[src/rtl/pc_fetch_ctrl.sv]
// pc_fetch_ctrl: program counter and next-PC sequencer with run control and a call/return stack
module pc_fetch_ctrl #(
  parameter int D     = 12,
  parameter int A     = 8,
  parameter int DEPTH = 4
) (
  input  logic         clk,
  input  logic         reset,
  input  logic         start,
  input  logic         stall,
  input  logic         halt_en,
  input  logic         ret_en,
  input  logic         call_en,
  input  logic         jump_en,
  input  logic         branch_en,
  input  logic         branch_cond,
  input  logic [A-1:0] jump_sel,
  input  logic [D-1:0] lut_target,
  output logic [A-1:0] lut_addr,
  output logic [D-1:0] prog_ctr,
  output logic         done,
  output logic         stack_err
);
  localparam int SW = $clog2(DEPTH + 1);
  typedef enum logic [1:0] {IDLE, RUN, DONE} state_t;
  state_t        state, state_n;
  logic [SW-1:0] sp, sp_n;
  logic [D-1:0]  pc_n, pc_inc, top;
  logic          err_n, push;
  logic [D-1:0]  stk [DEPTH];
  assign lut_addr = jump_sel;
  assign done     = state == DONE;
  assign pc_inc   = prog_ctr + D'(1);
  // top-of-stack entry, i.e. the slot just below sp
  always_comb begin
    top = '0;
    for (int i = 0; i < DEPTH; i++)
      if (sp == SW'(i + 1)) top = stk[i];
  end
  // next-state and datapath selection; the first matching control wins
  always_comb begin
    state_n = state;
    pc_n    = prog_ctr;
    sp_n    = sp;
    err_n   = stack_err;
    push    = 1'b0;
    case (state)
      IDLE: state_n = start ? RUN : IDLE;
      RUN: begin
        if (stall) begin
          state_n = RUN;
        end else if (halt_en) begin
          state_n = DONE;
        end else if (ret_en) begin
          if (sp == '0) begin
            err_n   = 1'b1;
            state_n = DONE;
          end else begin
            sp_n = sp - SW'(1);
            pc_n = top;
          end
        end else if (call_en) begin
          if (sp == SW'(DEPTH)) begin
            err_n   = 1'b1;
            state_n = DONE;
          end else begin
            push = 1'b1;
            sp_n = sp + SW'(1);
            pc_n = lut_target;
          end
        end else begin
          pc_n = (jump_en || (branch_en && branch_cond)) ? lut_target : pc_inc;
        end
      end
      default: begin
        if (start) begin
          state_n = RUN;
          pc_n    = '0;
          sp_n    = '0;
          err_n   = 1'b0;
        end
      end
    endcase
  end
  // state, program counter, stack pointer and sticky error registers
  always_ff @(posedge clk or negedge reset) begin
    if (!reset) begin
      state     <= IDLE;
      prog_ctr  <= '0;
      sp        <= '0;
      stack_err <= 1'b0;
    end else begin
      state     <= state_n;
      prog_ctr  <= pc_n;
      sp        <= sp_n;
      stack_err <= err_n;
    end
  end
  // return-address pushes land in the slot at the current sp
  always_ff @(posedge clk or negedge reset) begin
    if (!reset) begin
      for (int i = 0; i < DEPTH; i++) stk[i] <= '0;
    end else if (push) begin
      for (int i = 0; i < DEPTH; i++)
        if (sp == SW'(i)) stk[i] <= pc_inc;
    end
  end
endmodule

[config.mk]
export PLATFORM = sky130hd
export DESIGN_NAME = pc_fetch_ctrl
export DESIGN_NICKNAME = d
export VERILOG_FILES = /design/src/rtl/pc_fetch_ctrl.sv
export SDC_FILE = /design/constraint.sdc
export NUM_CORES = 1
export LEC_CHECK = 0
export ABC_AREA = 1
export ABC_CLOCK_PERIOD_IN_PS = 2050
export CELL_PAD_IN_SITES_DETAIL_PLACEMENT = 1
export CELL_PAD_IN_SITES_GLOBAL_PLACEMENT = 2
export CORE_ASPECT_RATIO = 1.1
export CORE_MARGIN = 1
export CORE_UTILIZATION = 32
export DETAILED_ROUTE_END_ITERATION = 12
export PLACE_DENSITY_LB_ADDON = 0.1
export SYNTH_ARGS = -nofsm -noshare
export SYNTH_HDL_FRONTEND = slang
export SYNTH_SLANG_ARGS = --single-unit
export TNS_END_PERCENT = 20
[constraint.sdc]
create_clock -name clk -period 2.05 [get_ports clk]
set_input_delay 0.41 -clock clk [delete_from_list [all_inputs] [get_ports clk]]
set_output_delay 0.41 -clock clk [all_outputs]
set_load 0.005 [all_outputs]
==> results.md, run 1 <==
- Status: complete, no violations
- Vias in the first global route: 3,632
- PwrDens: 1200 nW/um^2
- Slew of the pin with the lowest slew margin: 530 ps
- GR Overflow Total: 0
- Ant diodes: 0
- PortBufs: 35
- Cell Area, Synth: 3910 um^2
- Hold Fails Final Rpt: 0
- Cts bufs inserted: 9
- # rows: 41
- CP Cell Sequence: inv_2 > ha_1 > inv_1 > buf_12 > nor2_1 > nor2_1 > nand2_1 > a21oi_1 > nand2_1 > nand2_1
- Post_cts resized: 0
- Total power: 0.00562 W
- Via density: 4.87
- Crit. End Element: flip-flop
- Syn_nets: 559
- Detailed-route via count: 3,445
- Reg clk slew, reported paths: 60 ps
- Layout cell share with drive strength beyond 1: 0.122
- Clk_skew: 9.56 ps
- Syn_area_per_cell: 7.48 um^2
- FF-to-FF path depth: 10
- Core area: 11,700 um^2
- Antenna violations before repair: 0
- Slew Viols, Final: 0
- Post-synthesis cell type count: 28
- Most frequent CP cell: nand2_1
- Setup TNS Final: 0 ps
- Clock tree buffer depth: 2
- Die ar.: 12,700 um^2
- DP HPWL: 8.32 mm
- Final setup viols: 0
- Die Y-Extent: 118 um
- Crit path time final: 1830 ps
- Synthesis-stage register bit count: 66
- Register area share after synthesis: 0.423
- Hold Buf Count CTS: 0
- First-pass GRT wire length: 19.7 mm
- Synth warn: 0
- Final Hold Slack: 101 ps
- Crit-path slowest cell: dfrtp_1
- Hold Crit Class: in -> async
- CP Launch Type: flip-flop
- Max H-tree Level: 3
- Fillers: 1,465
- Starting Density: 0.334
- Cells after Synth: 522
- Clock Latency Late Sink: 330 ps
- Antenna-violating nets left: 0
- DR pass1 iterations: 4
- Critical path's largest stage delay: 590 ps
- Leak: 2.22 nW
- Rel. slew slack: 0.646
- Arr. time, crit path: 2100 ps
- Drt wl/cell: 16.7 um
- Nets: 589
- Final worst-path cycle share: 0.894
- GRT Total Usage: 0.203
- Layout area overhead: 20.2%
- Worst-path maximum fanout: 24
- CTS Sinks: 66
- Largest net degree at the start of global routing: 67
- CTS root buffer: clkbuf_16
- Setup CP Type: reg -> reg
- Max-Cap Viols: 0
- Overall routed net length: 11.8 mm
- Die X: 107 um
- Gpl congestion: 0.773
- Post-CTS setup buffers: 0
- Fmax: 546 MHz
- VDD IR max: 0.000516 V
- CTS tree: yes
- # IOs: 52
- Number of DRC markers in iteration 0: 145
- WP data required: 2320 ps
- DRC violations left: 0
- Final core utilization: 0.401
- RSZ-0062 raised after global routing: no
==> power by group <==
part	leakage, nW	internal [W]	switching [W]
clock	0.145	0.00101	0.000579
sequential	0.901	0.00163	0.000337
combinational	1.17	0.000818	0.00124
==> final cells by class <==
type / count / area (um^2) / share of cell area
inverter: 40 / 151 / 0.0322
clock inverter: 4 / 50.0 / 0.0107
tap: 150 / 188 / 0.0400
clock buffer: 12 / 256 / 0.0546
multi-input combinational: 388 / 1870 / 0.399
sequential: 66 / 1650 / 0.352
timing repair buffer: 47 / 523 / 0.111
==> kinds of logic (layout without fill, tap and decap cells) <==
group                    count (synthesis)  in the layout  synth area share
AO/OA/AOI/OAI                           86             86             0.119
buffers and inverters                   68            103            0.0974
XOR/XNOR                                 2              2           0.00449
adder cells (fa/ha/maj)                  7              7            0.0224
AND/OR/NAND/NOR                        293            293             0.334
flip-flops                              66             66             0.423
==> cell usage in the layout (no fill, tap or decap), types with 2 or more instances in the layout <==
master,n
o21ai_0,22
o21ai_1,33
clkdlybuf4s50_1,34
nor2_2,2
inv_1,33
inv_2,6
clkbuf_16,9
nand3_4,2
nand2_2,10
buf_4,5
clkinvlp_4,2
nand2_4,5
nand2_1,179
nand3_1,48
clkbuf_8,2
nor2_4,3
nand4_1,2
or2_2,2
dfrtp_1,66
o21ai_2,8
a21oi_1,22
clkinv_2,2
nor2_1,38
ha_1,7
buf_12,7
==> final timing paths <==
path,start,endpoint,slack [ps]
max,sp[2],prog_ctr[9],220
min,reset,state[0],100
max reg2reg,sp[2],prog_ctr[9],220
min reg2reg,stk[11],stk[11],490
max in group asynchronous,reset,prog_ctr[5],1640
min in group clk,stk[11],stk[11],490
==> flip-flops by register name, indices dropped and copies added (netlist names) <==
signal and cells:
sp 3, prog_ctr 12, stk 48, stack_err 1, state 2
==> metal layers <==
layer | routed length, um | GRT usage | vias to the layer above
li1 | - | - | 1716
met1 | 5980 | 0.295 | 1681
met2 | 5480 | 0.315 | 43
met3 | 291 | 0.0299 | 5
met4 | 62 | 0.0462 | 0
met5 | 0 | 0 | -
==> synth_stat cells, drive strengths merged <==
cell / n / area [um^2]
and2: 1 / 6.26
nand2: 194 / 791
or2: 2 / 12.5
xnor2: 1 / 8.76
clkinv: 1 / 5.00
xor2: 1 / 8.76
inv: 39 / 146
o21ai: 63 / 345
o21bai: 1 / 7.51
nor2: 44 / 209
dfrtp: 66 / 1650
nand3: 50 / 275
buf: 28 / 229
a21oi: 22 / 110
nand4: 2 / 12.5
ha: 7 / 87.6
==> through the flow <==
| step | cell area (um^2) | instances | worst slack [ps] |
|---|---|---|---|
| 4_1_cts | 4690 | 707 | 160 |
| 3_5_place_dp | 4390 | 691 | 27.9 |
| 3_3_place_gp | 4390 | 691 | 54.1 |
| 5_1_grt | 4690 | 707 | 31.8 |
| 6_report | 4690 | 707 | 217 |
| 2_1_floorplan | 3910 | 522 | 397 |
==> critical path: cells and delay by family (launching register included) <==
family / cells / cell delay [ps]
compound gates: 1 / 150
buf+inv: 3 / 410
fa+ha+maj: 1 / 260
flops: 1 / 590
simple gates: 5 / 370
Power figures use the tool's default switching activity.
==> inputs of run 2 (changes only) <==
--- a/config.mk
+++ b/config.mk
@@ -14,6 +14,7 @@
 export CORE_UTILIZATION = 32
 export DETAILED_ROUTE_END_ITERATION = 12
 export PLACE_DENSITY_LB_ADDON = 0.1
+export RECOVER_POWER = 100
 export SYNTH_ARGS = -nofsm -noshare
 export SYNTH_HDL_FRONTEND = slang
 export SYNTH_SLANG_ARGS = --single-unit
==> results.md, run 2 (synthesis results as in run 1) <==
- Antenna violations before repair: 0 (unchanged)
- Gpl congestion: 0.773 (unchanged)
- Metal2 WL: 5.39 mm (was 5.48 mm)
- Die Y-Extent: 118 um (unchanged)
- Ant diodes: 0 (unchanged)
- Crit path time final: 1890 ps (was 1830 ps)
- Clk_skew: 10.2 ps (was 9.56 ps)
- CP Launch Type: flip-flop (unchanged)
- Detailed-route via count: 3,460 (was 3,445)
- Biggest register: stk (unchanged)
- Leak: 2.23 nW (was 2.22 nW)
- Dpl cells: 691 (unchanged)
- FF-to-FF path depth: 8 (was 10)
- DR pass1 iterations: 4 (unchanged)
- Core area: 11,700 um^2 (unchanged)
- Rel. slew slack: -0.0575 (was 0.646)
- Highest-count cells in the layout ignoring fill and taps: nand2_1, dfrtp_1, o21ai_0 (was nand2_1, dfrtp_1, nand3_1)
- Hold Buf Count CTS: 0 (unchanged)
- CTS tree: yes (unchanged)
- Nets: 589 (unchanged)
- WP data required: 1640 ps (was 2320 ps)
- RSZ-0062 raised after global routing: no (unchanged)
- Die ar.: 12,700 um^2 (unchanged)
- First-pass GRT wire length: 19.7 mm (unchanged)
- Hold Fails Final Rpt: 0 (unchanged)
- Met3 WL: 311 um (was 291 um)
- Via density: 4.89 (was 4.87)
- Hold Path Stages: 2
- Layout cell share with drive strength beyond 1: 0.111 (was 0.122)
- Largest net degree at the start of global routing: 67 (unchanged)
- Fillers: 1,468 (was 1,465)
- # IOs: 52 (unchanged)
- Top sig layer: met4 (unchanged)
- Worst-path maximum fanout: 8 (was 24)
- Crit. End Element: output port (was flip-flop)
- Largest regs: stk: 48 flops, prog_ctr: 12 flops, sp: 3 flops (unchanged)
- GRT Total Usage: 0.203 (unchanged)
- VDD IR max: 0.000509 V (was 0.000516 V)
- Number of DRC markers in iteration 0: 152 (was 145)
- Starting Density: 0.334 (unchanged)
- DRC violations left: 0 (unchanged)
- Final setup viols: 0 (unchanged)
- Max H-tree Level: 3 (unchanged)
- Most common cell after layout, fill and taps aside: nand2_1 (unchanged)
- PortBufs: 35 (unchanged)
- Slew Viols, Final: 67 (was 0)
- Cts bufs inserted: 9 (unchanged)
- Max-Cap Viols: 1 (was 0)
- Total power: 0.00553 W (was 0.00562 W)
- # rows: 41 (unchanged)
- Setup TNS Final: 0 ps (unchanged)
- Final worst-path cycle share: 0.922 (was 0.894)
- CTS root buffer: clkbuf_16 (unchanged)
- Layout area overhead: 19.0% (was 20.2%)
- Slew of the pin with the lowest slew margin: 1590 ps (was 530 ps)
- Fmax: 529 MHz (was 546 MHz)
- Antenna-violating nets left: 0 (unchanged)
- DP HPWL: 8.32 mm (unchanged)
- Post_cts resized: 0 (unchanged)
- Drt wl/cell: 16.7 um (about the same)
- Clock tree buffer depth: 2 (unchanged)
- Reg clk slew, reported paths: 60 ps (about the same)
- Wire length on met1: 6.04 mm (was 5.98 mm)
- GR Overflow Total: 0 (unchanged)
- Post-CTS setup buffers: 0 (unchanged)
- Failing checks: capacitance limit, slew limit
- Arr. time, crit path: 1480 ps (was 2100 ps)
- Final non-filler cell total: 707 (unchanged)
- Overall routed net length: 11.8 mm (about the same)
- Final core utilization: 0.397 (was 0.401)
- Die X: 107 um (unchanged)
- Hold Crit Class: reg -> reg (was in -> async)
- Clock Latency Late Sink: 330 ps (about the same)
- Largest register FFs: 48 (unchanged)
- PwrDens: 1190 nW/um^2 (was 1200 nW/um^2)
- CTS Sinks: 66 (unchanged)
- Status: finished with violations (was complete, no violations)
- Vias in the first global route: 3,632 (unchanged)
- Setup CP Type: reg -> out (was reg -> reg)
[run 2: layout make-up]
class,count,area (um^2),share of cell area
clock buffers,12,256,0.0552
clock inverters,4,50.0,0.0108
inverters,40,151,0.0326
multi-input cells,388,1850,0.399
flip-flops and latches,66,1650,0.355
well taps,150,188,0.0404
repair buffers,47,497,0.107
[run 2: final timing paths]
path,to,slack (ps),startpoint
setup / recovery,prog_ctr[0],160,prog_ctr[0]
hold / removal,stk[39],480,stk[39]
setup reg to reg,state[1],180,sp[0]
hold reg to reg,stk[39],480,stk[39]
max in group asynchronous,prog_ctr[5],520,reset
min in group asynchronous,state[0],580,reset
[run 2: critical path, stage by stage (launching register included)]
cell	delay, ps
dfrtp_1	350
clkbuf_2	250
clkdlybuf4s50_1	550
[run 2: metrics by stage]
step	setup WS, ps	cell area [um^2]	hold slack [ps]
finish	160	4650	482
global route	20.7	4650	504
CTS	160	4690	119
detailed placement	27.9	4390	473
global placement	54.1	4390	467
floorplan	397	3910	114
[run 2: routing by layer]
metal / up-vias / GRT usage
li1: 1715 / -
met1: 1691 / 0.295
met2: 49 / 0.315
met3: 5 / 0.0299
met4: 0 / 0.0462
met5: - / 0
[run 2: report_power, final]
part           switching, W  total, W  leakage, nW  internal (W)
clock              0.000584   0.00159        0.145       0.00101
sequential         0.000326   0.00196        0.901       0.00163
combinational       0.00122   0.00197         1.18      0.000754
==> RTL change (flow settings as in run 1) <==
Add an input register stage for `lut_target`; this delays it by one clock. The other inputs are not delayed to match.
--- a/src/rtl/pc_fetch_ctrl.sv
+++ b/src/rtl/pc_fetch_ctrl.sv
@@ -24,4 +24,11 @@
   localparam int SW = $clog2(DEPTH + 1);
   typedef enum logic [1:0] {IDLE, RUN, DONE} state_t;
+
+  logic [D-1:0] lut_target_q;
+
+  always_ff @(posedge clk) begin
+    lut_target_q <= lut_target;
+  end
+
   state_t        state, state_n;
   logic [SW-1:0] sp, sp_n;
@@ -67,8 +74,8 @@
             push = 1'b1;
             sp_n = sp + SW'(1);
-            pc_n = lut_target;
+            pc_n = lut_target_q;
           end
         end else begin
-          pc_n = (jump_en || (branch_en && branch_cond)) ? lut_target : pc_inc;
+          pc_n = (jump_en || (branch_en && branch_cond)) ? lut_target_q : pc_inc;
         end
       end
Behaviour: not the same (a bounded check fails within 4 cycles, from zero or initial values and one cycle with reset low).
==> RTL change against run 1 <==
  * The flow now finishes with violations (hold timing)
  * Synthesized cell count rose by 3.3%
  * Synthesized area up 3.6%
  * Power is 7.5% higher
  * Critical path depth down 7
  * Sequential cell count rose by 12
  * Routed wire length down 0.44%
  * Setup slack lost 32 ps
  * First-iteration DRC count grew 23%
  * Final area is 4.7% higher
  * Largest power group is now registers
==> RTL change: results (changes against run 1) <==
* Worst ir drop on vdd at 501 uV (-3.0%)
* Worst slew margin at 0.690 (+0.0443)
* Layout cell share with drive strength beyond 1 at 0.110 (-0.0117)
* Critical Path AT at 1450 ps (-650 ps)
* Psw at 2.23 mW (+3.3%)
* Number of non-clock buffers in the layout at 54 (+15%)
* Vias at 3543 (+2.8%)
* Flops & latches, synth at 78 (+18%)
* Cells after DPL at 719 (+4.1%)
* First-pass GRT wire length at 19800 um (+0.11%)
* Pin count of the biggest net entering global routing at 52 (-22%)
* Clock-cell share of area at 0.0619 (-0.00342)
* Layout Cells excl Fill at 734 (+3.8%)
* Fin Hold WS at -5.19 ps (-106 ps)
* Sequential fraction of the synthesis area at 0.467 (+0.0446)
* Placer Congestion at 0.794 (+2.7%)
* Final net count at 613 (+4.1%)
* Failing checks: hold timing
* Multi-input gates at 386 (-0.52%)
* Area post-placement at 4600 um2 (+4.8%)
* Layout Skew at 7.08 ps (-2.48 ps)
* Final Hold Viols at 5 (+5)
* Outcome: finished, violations left
* Initial drt markers at 178 (+23%)
* Syn avg cell area at 7.51 um2 (+0.35%)
RTL change: per-layer routing:
| metal | up-vias | wire length, um | share of wire | GRT usage |
|---|---|---|---|---|
| met1 | 1722 | 6200 | 0.53 | 0.293 |
| met2 | 39 | 5130 | 0.44 | 0.298 |
| li1 | 1770 | - | - | - |
| met4 | 0 | 195 | 0.017 | 0.0742 |
| met3 | 12 | 225 | 0.019 | 0.0331 |
| met5 | - | 0 | 0 | 0 |
RTL change: power by group through the flow:
stage	sequential, mW	combinational, mW	clock [mW]
after detailed placement	2.33	2.06	0
final	2.30	2.05	1.69
after CTS	2.30	2.07	1.73
after floorplan	2.23	1.22	0
after global placement	2.31	2.01	0
after global routing	2.36	2.33	1.81
RTL change: final timing paths:
path,start,to,slack (ps),depth (start not counted)
hold reg to reg,stk[13],stk[13],490,2
min in group clk,stk[13],stk[13],490,2
hold / removal,reset,sp[2],-5,1
max in group asynchronous,reset,stk[19],1270,3
setup / recovery,state[1],done,190,3
setup reg to reg,sp[0],prog_ctr[11],220,11
